<file path="config.mk">
export PLATFORM = sky130hd
export DESIGN_NAME = clock_step_ctrl_flat
export DESIGN_NICKNAME = d
export VERILOG_FILES = /design/src/rtl/clock_step_ctrl_if.sv /design/src/rtl/clock_step_ctrl.sv /design/src/flat_wrapper.sv
export SDC_FILE = /design/constraint.sdc
export NUM_CORES = 1
export LEC_CHECK = 0
export CAP_MARGIN = 30
export CORE_MARGIN = 5
export CORE_UTILIZATION = 51
export CTS_CLUSTER_DIAMETER = 50
export CTS_CLUSTER_SIZE = 8
export DETAILED_ROUTE_END_ITERATION = 6
export PLACE_DENSITY = 0.85
export SLEW_MARGIN = 0
export SYNTH_ARGS = -nofsm -noshare
export SYNTH_HDL_FRONTEND = slang
export SYNTH_SLANG_ARGS = --single-unit
</file>
<file path="constraint.sdc">
create_clock -name clk -period 1.7 [get_ports clk]
set_input_delay 0.34 -clock clk [delete_from_list [all_inputs] [get_ports clk]]
set_output_delay 0.34 -clock clk [all_outputs]
set_load 0.005 [all_outputs]
</file>
<file path="src/rtl/clock_step_ctrl_if.sv">
// Manual clock controls in, CPU advance enable and status out.
interface clock_step_ctrl_if #(
    parameter int unsigned DIV_WIDTH = 4
);
    logic                 push;
    logic                 mode;
    logic                 hlt;
    logic [DIV_WIDTH-1:0] div;
    logic                 tick;
    logic                 halted;
    logic [7:0]           tick_count;

    modport master (
        output push, mode, hlt, div,
        input  tick, halted, tick_count
    );

    modport slave (
        input  push, mode, hlt, div,
        output tick, halted, tick_count
    );
endinterface

</file>
<file path="src/rtl/clock_step_ctrl.sv">
// CPU clock-step controller: debounced single-step, divided free-run, sticky halt.
module clock_step_ctrl #(
    parameter int unsigned DEBOUNCE_CYCLES = 4,
    parameter int unsigned DIV_WIDTH       = 4
) (
    input  logic             clk,
    input  logic             rst,
    clock_step_ctrl_if.slave bus
);

    localparam int unsigned DEB_W = (DEBOUNCE_CYCLES > 1) ? $clog2(DEBOUNCE_CYCLES) : 1;
    localparam logic [DEB_W-1:0] DEB_LAST = DEB_W'(DEBOUNCE_CYCLES - 1);

    typedef enum logic [1:0] {
        ST_STEP   = 2'd0,
        ST_RUN    = 2'd1,
        ST_HALTED = 2'd2
    } state_t;

    logic                 sync_a;
    logic                 push_s;
    logic                 deb;
    logic                 deb_q;
    logic [DEB_W-1:0]     deb_cnt;
    logic                 press;

    state_t               state;
    state_t               state_next;
    logic [DIV_WIDTH-1:0] div_cnt;
    logic [DIV_WIDTH-1:0] div_cnt_next;
    logic                 tick_q;
    logic                 tick_next;
    logic                 halted_q;
    logic [7:0]           tick_count_q;

    // Two-flop synchronizer for the asynchronous push button.
    always_ff @(posedge clk or posedge rst) begin
        if (rst) begin
            sync_a <= 1'b0;
            push_s <= 1'b0;
        end else begin
            sync_a <= bus.push;
            push_s <= sync_a;
        end
    end

    // Debouncer: level flips only after an unbroken run of mismatching samples.
    always_ff @(posedge clk or posedge rst) begin
        if (rst) begin
            deb     <= 1'b0;
            deb_q   <= 1'b0;
            deb_cnt <= '0;
        end else begin
            deb_q <= deb;
            if (push_s == deb) begin
                deb_cnt <= '0;
            end else if (deb_cnt == DEB_LAST) begin
                deb     <= ~deb;
                deb_cnt <= '0;
            end else begin
                deb_cnt <= deb_cnt + DEB_W'(1);
            end
        end
    end

    // Rising edge of the debounced level is a press; releases are ignored.
    assign press = deb & ~deb_q;

    // State, divider and output registers.
    always_ff @(posedge clk or posedge rst) begin
        if (rst) begin
            state    <= ST_STEP;
            div_cnt  <= '0;
            tick_q   <= 1'b0;
            halted_q <= 1'b0;
        end else begin
            state    <= state_next;
            div_cnt  <= div_cnt_next;
            tick_q   <= tick_next;
            halted_q <= (state_next == ST_HALTED);
        end
    end

    // Next state and tick decision; halt outranks mode changes and ticks.
    always_comb begin
        state_next   = state;
        div_cnt_next = div_cnt;
        tick_next    = 1'b0;
        case (state)
            ST_STEP: begin
                div_cnt_next = '0;
                if (bus.hlt) begin
                    state_next = ST_HALTED;
                end else if (bus.mode) begin
                    state_next = ST_RUN;
                end else begin
                    tick_next = press;
                end
            end
            ST_RUN: begin
                if (bus.hlt) begin
                    state_next   = ST_HALTED;
                    div_cnt_next = '0;
                end else if (!bus.mode) begin
                    state_next   = ST_STEP;
                    div_cnt_next = '0;
                end else if (div_cnt == bus.div) begin
                    tick_next    = 1'b1;
                    div_cnt_next = '0;
                end else begin
                    // Wraps through the maximum when div shrinks below the count.
                    div_cnt_next = div_cnt + DIV_WIDTH'(1);
                end
            end
            ST_HALTED: begin
                div_cnt_next = '0;
            end
            default: begin
                state_next   = ST_STEP;
                div_cnt_next = '0;
            end
        endcase
    end

    // Running count of issued ticks, modulo 256.
    always_ff @(posedge clk or posedge rst) begin
        if (rst) begin
            tick_count_q <= 8'd0;
        end else begin
            tick_count_q <= tick_count_q + {7'd0, tick_q};
        end
    end

    assign bus.tick       = tick_q;
    assign bus.halted     = halted_q;
    assign bus.tick_count = tick_count_q;

endmodule

</file>
<file path="src/flat_wrapper.sv">
// flat-port wrapper written by rule: the top's interface ports become plain ports
module clock_step_ctrl_flat 
#(
    parameter int unsigned DEBOUNCE_CYCLES = 4,
    parameter int unsigned DIV_WIDTH       = 4
)
  (clk, rst, bus_push, bus_mode, bus_hlt, bus_div, bus_tick, bus_halted, bus_tick_count);
  clock_step_ctrl_if #(.DIV_WIDTH(DIV_WIDTH)) bus_i ();
  input  logic clk;
  input  logic rst;
  input wire logic [$bits(bus_i.push)-1:0] bus_push;
  input wire logic [$bits(bus_i.mode)-1:0] bus_mode;
  input wire logic [$bits(bus_i.hlt)-1:0] bus_hlt;
  input wire logic [$bits(bus_i.div)-1:0] bus_div;
  output wire logic [$bits(bus_i.tick)-1:0] bus_tick;
  output wire logic [$bits(bus_i.halted)-1:0] bus_halted;
  output wire logic [$bits(bus_i.tick_count)-1:0] bus_tick_count;
  assign bus_i.push = bus_push;
  assign bus_i.mode = bus_mode;
  assign bus_i.hlt = bus_hlt;
  assign bus_i.div = bus_div;
  assign bus_tick = bus_i.tick;
  assign bus_halted = bus_i.halted;
  assign bus_tick_count = bus_i.tick_count;
  clock_step_ctrl #(.DEBOUNCE_CYCLES(DEBOUNCE_CYCLES), .DIV_WIDTH(DIV_WIDTH)) u_core (.clk(clk), .rst(rst), .bus(bus_i));
endmodule
</file>
# ---- Yosys cells after proc, flatten, opt, wreduce, memory -nomap -nowiden
# Cells that the tools add are included.
dict set report totals {
  ff_bits 22
  in_bits 9
  output_inout_bits 10
  wordCells 42
}
dict set report classes {
  n_addsub 3
  eq_ne 6
  n_mux 17
  bitwise_logic 4
  reduce_logical 2
}
# cell n
set ops {}
lappend ops {{$mux 4} 4}
lappend ops {{$mux 2} 6}
lappend ops {{$add 8x1->8} 1}
lappend ops {{$eq 2x2->1 const B} 3}
lappend ops {{$pmux 2 s3} 1}
lappend ops {{$mux 1} 5}
lappend ops {{$add 4x1->4 const B} 1}
lappend ops {{$eq 4x4->1} 1}
lappend ops {{$not 1->1} 3}
lappend ops {{$add 2x1->2 const B} 1}
lappend ops {{$eq 2x1->1 const B} 1}
lappend ops {{$logic_not 2->1} 1}
lappend ops {{$pmux 1 s2} 1}
lappend ops {{$reduce_and 2->1} 1}
lappend ops {{$and 1x1->1} 1}
lappend ops {{$eq 1x1->1} 1}

# ---- Depth between registers and ports, before layout
dict set report depth {
  ltp_word 5
  ltp_mapped 5
  depth_no_buf 5
}

# ---- Worst setup path after synthesis
# Ideal clock, no wire load.
dict set report synth_timing {
  kind {register to register}
  startpoint {register u_core.tick_count_q[0], in the netlist u_core.bus.tick_count[0]}
  endpoint {register u_core.tick_count_q[6], in the netlist u_core.bus.tick_count[6]}
  setup_ps 125
  arrival_time_ps 1074
  required_time_ps 1575
  path_slack_ps 501
  path_stages_with_launch 6
  period_less_slack_ps 1199
  path_cell_list {dfrtp_1 > ha_1 > ha_1 > nand3_1 > nor2_1 > xor2_1}
}
dict set report synth_between {
  elab_chain_len 1
}
# item line
set synth_lines {}
lappend synth_lines {{start, declared} clock_step_ctrl.sv:34} ;# logic [7:0] tick_count_q;
lappend synth_lines {{start signal, assigned} clock_step_ctrl.sv:130} ;# tick_count_q <= tick_count_q + {7'd0, tick_q};
lappend synth_lines {{$add 8x1->8} clock_step_ctrl.sv:130}
# No other way between the ends.
# A chain may end at the register's enable or synchronous reset.

# ---- Worst setup path in the final report
dict set report layout_timing {
  startpoint {register u_core.tick_count_q[2], in the netlist u_core.bus.tick_count[2]}
  endpoint {output port bus_tick_count[2]}
}
# item line
set layout_lines {}
lappend layout_lines {{end, declared} flat_wrapper.sv:17} ;# output wire logic [$bits(bus_i.tick_count)-1:0] bus_tick_count;
# No word-level cell between the ends.

==> flow_summary.toml <==
[global_route]
grt_pass1_wl_mm = 2.373
grt_antenna_before_repair = 0
grt_start_max_net_pins = 23
grt_pass1_vias = 576
grt-ovfl-total = 0
grt_usage_pct = 12.27

[floorplanning]
die_w_microns = 51.53
dieArea_sq_mm = 0.002655
start_util_pct = 52.07
num_rows = 15
io_pins = 19
design.core.area_sq_mm = 0.001689
die_h_microns = 51.53

[setup_path]
end_kind = "primary output"
crit_buf_inv = 1
crit_arrival_ps = 1260
cp_cell_sequence = "clkdlybuf4s50_1"
critPathSlowestCell = "clkdlybuf4s50_1"
required_ps = 1360
critPathMaxStageDelay_ps = 530
cpLargestDelayFamily = "buffers and inverters"
critPathMaxFanout = 5
critPathLaunchType = "flip-flop"
crit_type = "flip-flop to primary output"

[logic_synthesis]
yosysSeqAreaShare_pct = 62.59
syn-instance-count = 67
netlist_area_sq_um = 879.6
ys_ff_latch = 22
synth_edf_count = 0
yosys_warnings = 0
syn_avg_cell_area_sq_um = 13.13
synthesis.nets = 80
synth_ff_type = "dfrtp_1"
synthDistinctLibCells = 19
async_flop_share_pct = 100.0

[outcome]
status = "finished, final reports clean"

[pwr]
p_per_area_mw_per_mm2 = 829.5
peakVddDrop_uv = 493.5
leakage_nw = 0.5145
power_mw = 0.9216

[clocking]
post_cts_resized = 0
clk_latency_ps = 300
clk_pin_slew_ps = 110
tritoncts = "built"
clockRootBuffer = "clkbuf_4"
htreeDepth = 1
max-clock-path-buffers = 2
post-cts-setup-buffers = 0
cts_buffers = 3
cts.sinks = 22
holdBufCountCts = 0

[drt]
drc = 0
routed_wl_mm = 1.408
via_count = 563
firstDrtPassIters = 3
drt_iter0_drc = 1
wl_per_cell_microns = 13.28
drt.antenna.violating_nets = 0
routed-wl-met2_microns = 725
viasPerCell = 5.311
routed.top_layer = "met4"
wl_met3_microns = 89
met1_length_microns = 574

[placement]
placedInstanceArea_sq_mm = 0.001089
globalplace.congestion = 0.6807
hpwlAfterDp_mm = 1.137
port_buffers = 18

[timing]
period_needed_ps = 1597
final.setup.tns_ps = 0
min_period_over_period_pct = 93.92
final-hold-violation-count = 0
fin_worst_skew_ps = 6.643
maxSlewViolCount = 0
rsz0062_at_grt = "no"
slew_headroom_pct = 81.86
tightest_slew_ps = 272.1
max_freq_ghz = 0.6263
setup_viol = 0

[layout]
diodes = 0
layout_common_cells = "22 x dfrtp_1, 18 x clkdlybuf4s50_1, 10 x xnor2_1"
finalInstanceArea_sq_mm = 0.001111
drive_gt1_share_pct = 5.618
mostFrequentLayoutCell = "dfrtp_1"
nNetsFinal = 104
syn_to_final_growth_pct = 26.32

[min_path]
hold_class = "input port to asynchronous set/reset pin"

[run]
drv_cap = 0
[worst reg2reg max path, cell delays in order (launching register included)]
cell	delay (ps)
dfrtp_1	410
ha_1	210
ha_1	210
nand3_1	120
nor2_1	70
xor2_1	140
[flip-flops by register name, summed over array words and instances (netlist names)]
name / count
u_core.sync_a: 1
u_core.deb_q: 1
u_core.bus.tick_count: 8
u_core.deb: 1
u_core.bus.halted: 1
u_core.state: 2
u_core.push_s: 1
u_core.bus.tick: 1
u_core.div_cnt: 4
u_core.deb_cnt: 2
[routing by layer]
| metal | track usage [%] | up-vias |
|---|---|---|
| met5 | 0 | - |
| met1 | 13.77 | 275 |
| met4 | 5.240 | 0 |
| met2 | 21.82 | 17 |
| met3 | 3.152 | 2 |
| li1 | - | 269 |
[stage by stage]
step / hold slack (ps) / worst slack (ps) / cells / utilization [%]
4_1_cts: 357.8 / 86.02 / 106 / 65.78
3_5_place_dp: 348.0 / 228.9 / 103 / 64.44
5_1_grt: 388.5 / 43.92 / 106 / 65.78
2_1_floorplan: 329.2 / 500.6 / 67 / -
3_3_place_gp: 334.6 / 267.5 / 103 / 64.44
6_report: 359.4 / 103.3 / 106 / 65.78
[synthesized netlist by cell type, types with 2 or more instances]
cell type  number  area (sq um)
nand3_1         3         15.01
dfrtp_1        22         550.5
xnor2_1        10         87.58
nor2_1          6         22.52
nand4_1         2         12.51
inv_1           3         11.26
nand2_1         3         11.26
xor2_1          3         26.28
mux2i_1         2         20.02
ha_1            4         50.05
[kinds of logic after synthesis]
family | count (synthesis) | synth area share, %
AOI/OAI and AO/OA | 2 | 1.706
buffers and inverters | 3 | 1.280
xor gates and xnor gates | 13 | 12.94
DFF | 22 | 62.59
adders and majority gates | 4 | 5.690
muxes | 3 | 3.556
and+or+nand+nor | 20 | 12.23
[report_power, final]
part           leakage (nW)  switching, mW  total (mW)  internal [mW]
logic                 0.215         0.0411       0.108         0.0667
registers             0.286         0.0261       0.596          0.570
clock network        0.0138          0.136       0.218         0.0825
[layout make-up]
cell class	count	area, sq um
sequential	22	550.5
clock buffer	3	22.52
multi-input combinational	42	317.8
inverter	3	11.26
timing repair buffer	19	187.7
fill	140	578.1
tap	17	21.27
[final timing paths]
path / startpoint / to / slack, ps / cells past startpoint
worst max-delay path: u_core.bus.tick_count[2] / bus_tick_count[2] / 100 / 1
worst min-delay path: rst / u_core.div_cnt[3] / 360 / 3
worst max register to register: u_core.bus.tick / u_core.bus.tick_count[6] / 420 / 5
worst min register to register: u_core.sync_a / u_core.push_s / 370 / 0
max in group asynchronous: rst / u_core.deb_cnt[0] / 1120 / 3
min in group clk: u_core.sync_a / u_core.push_s / 370 / 0
Power figures use the tool's default switching activity.
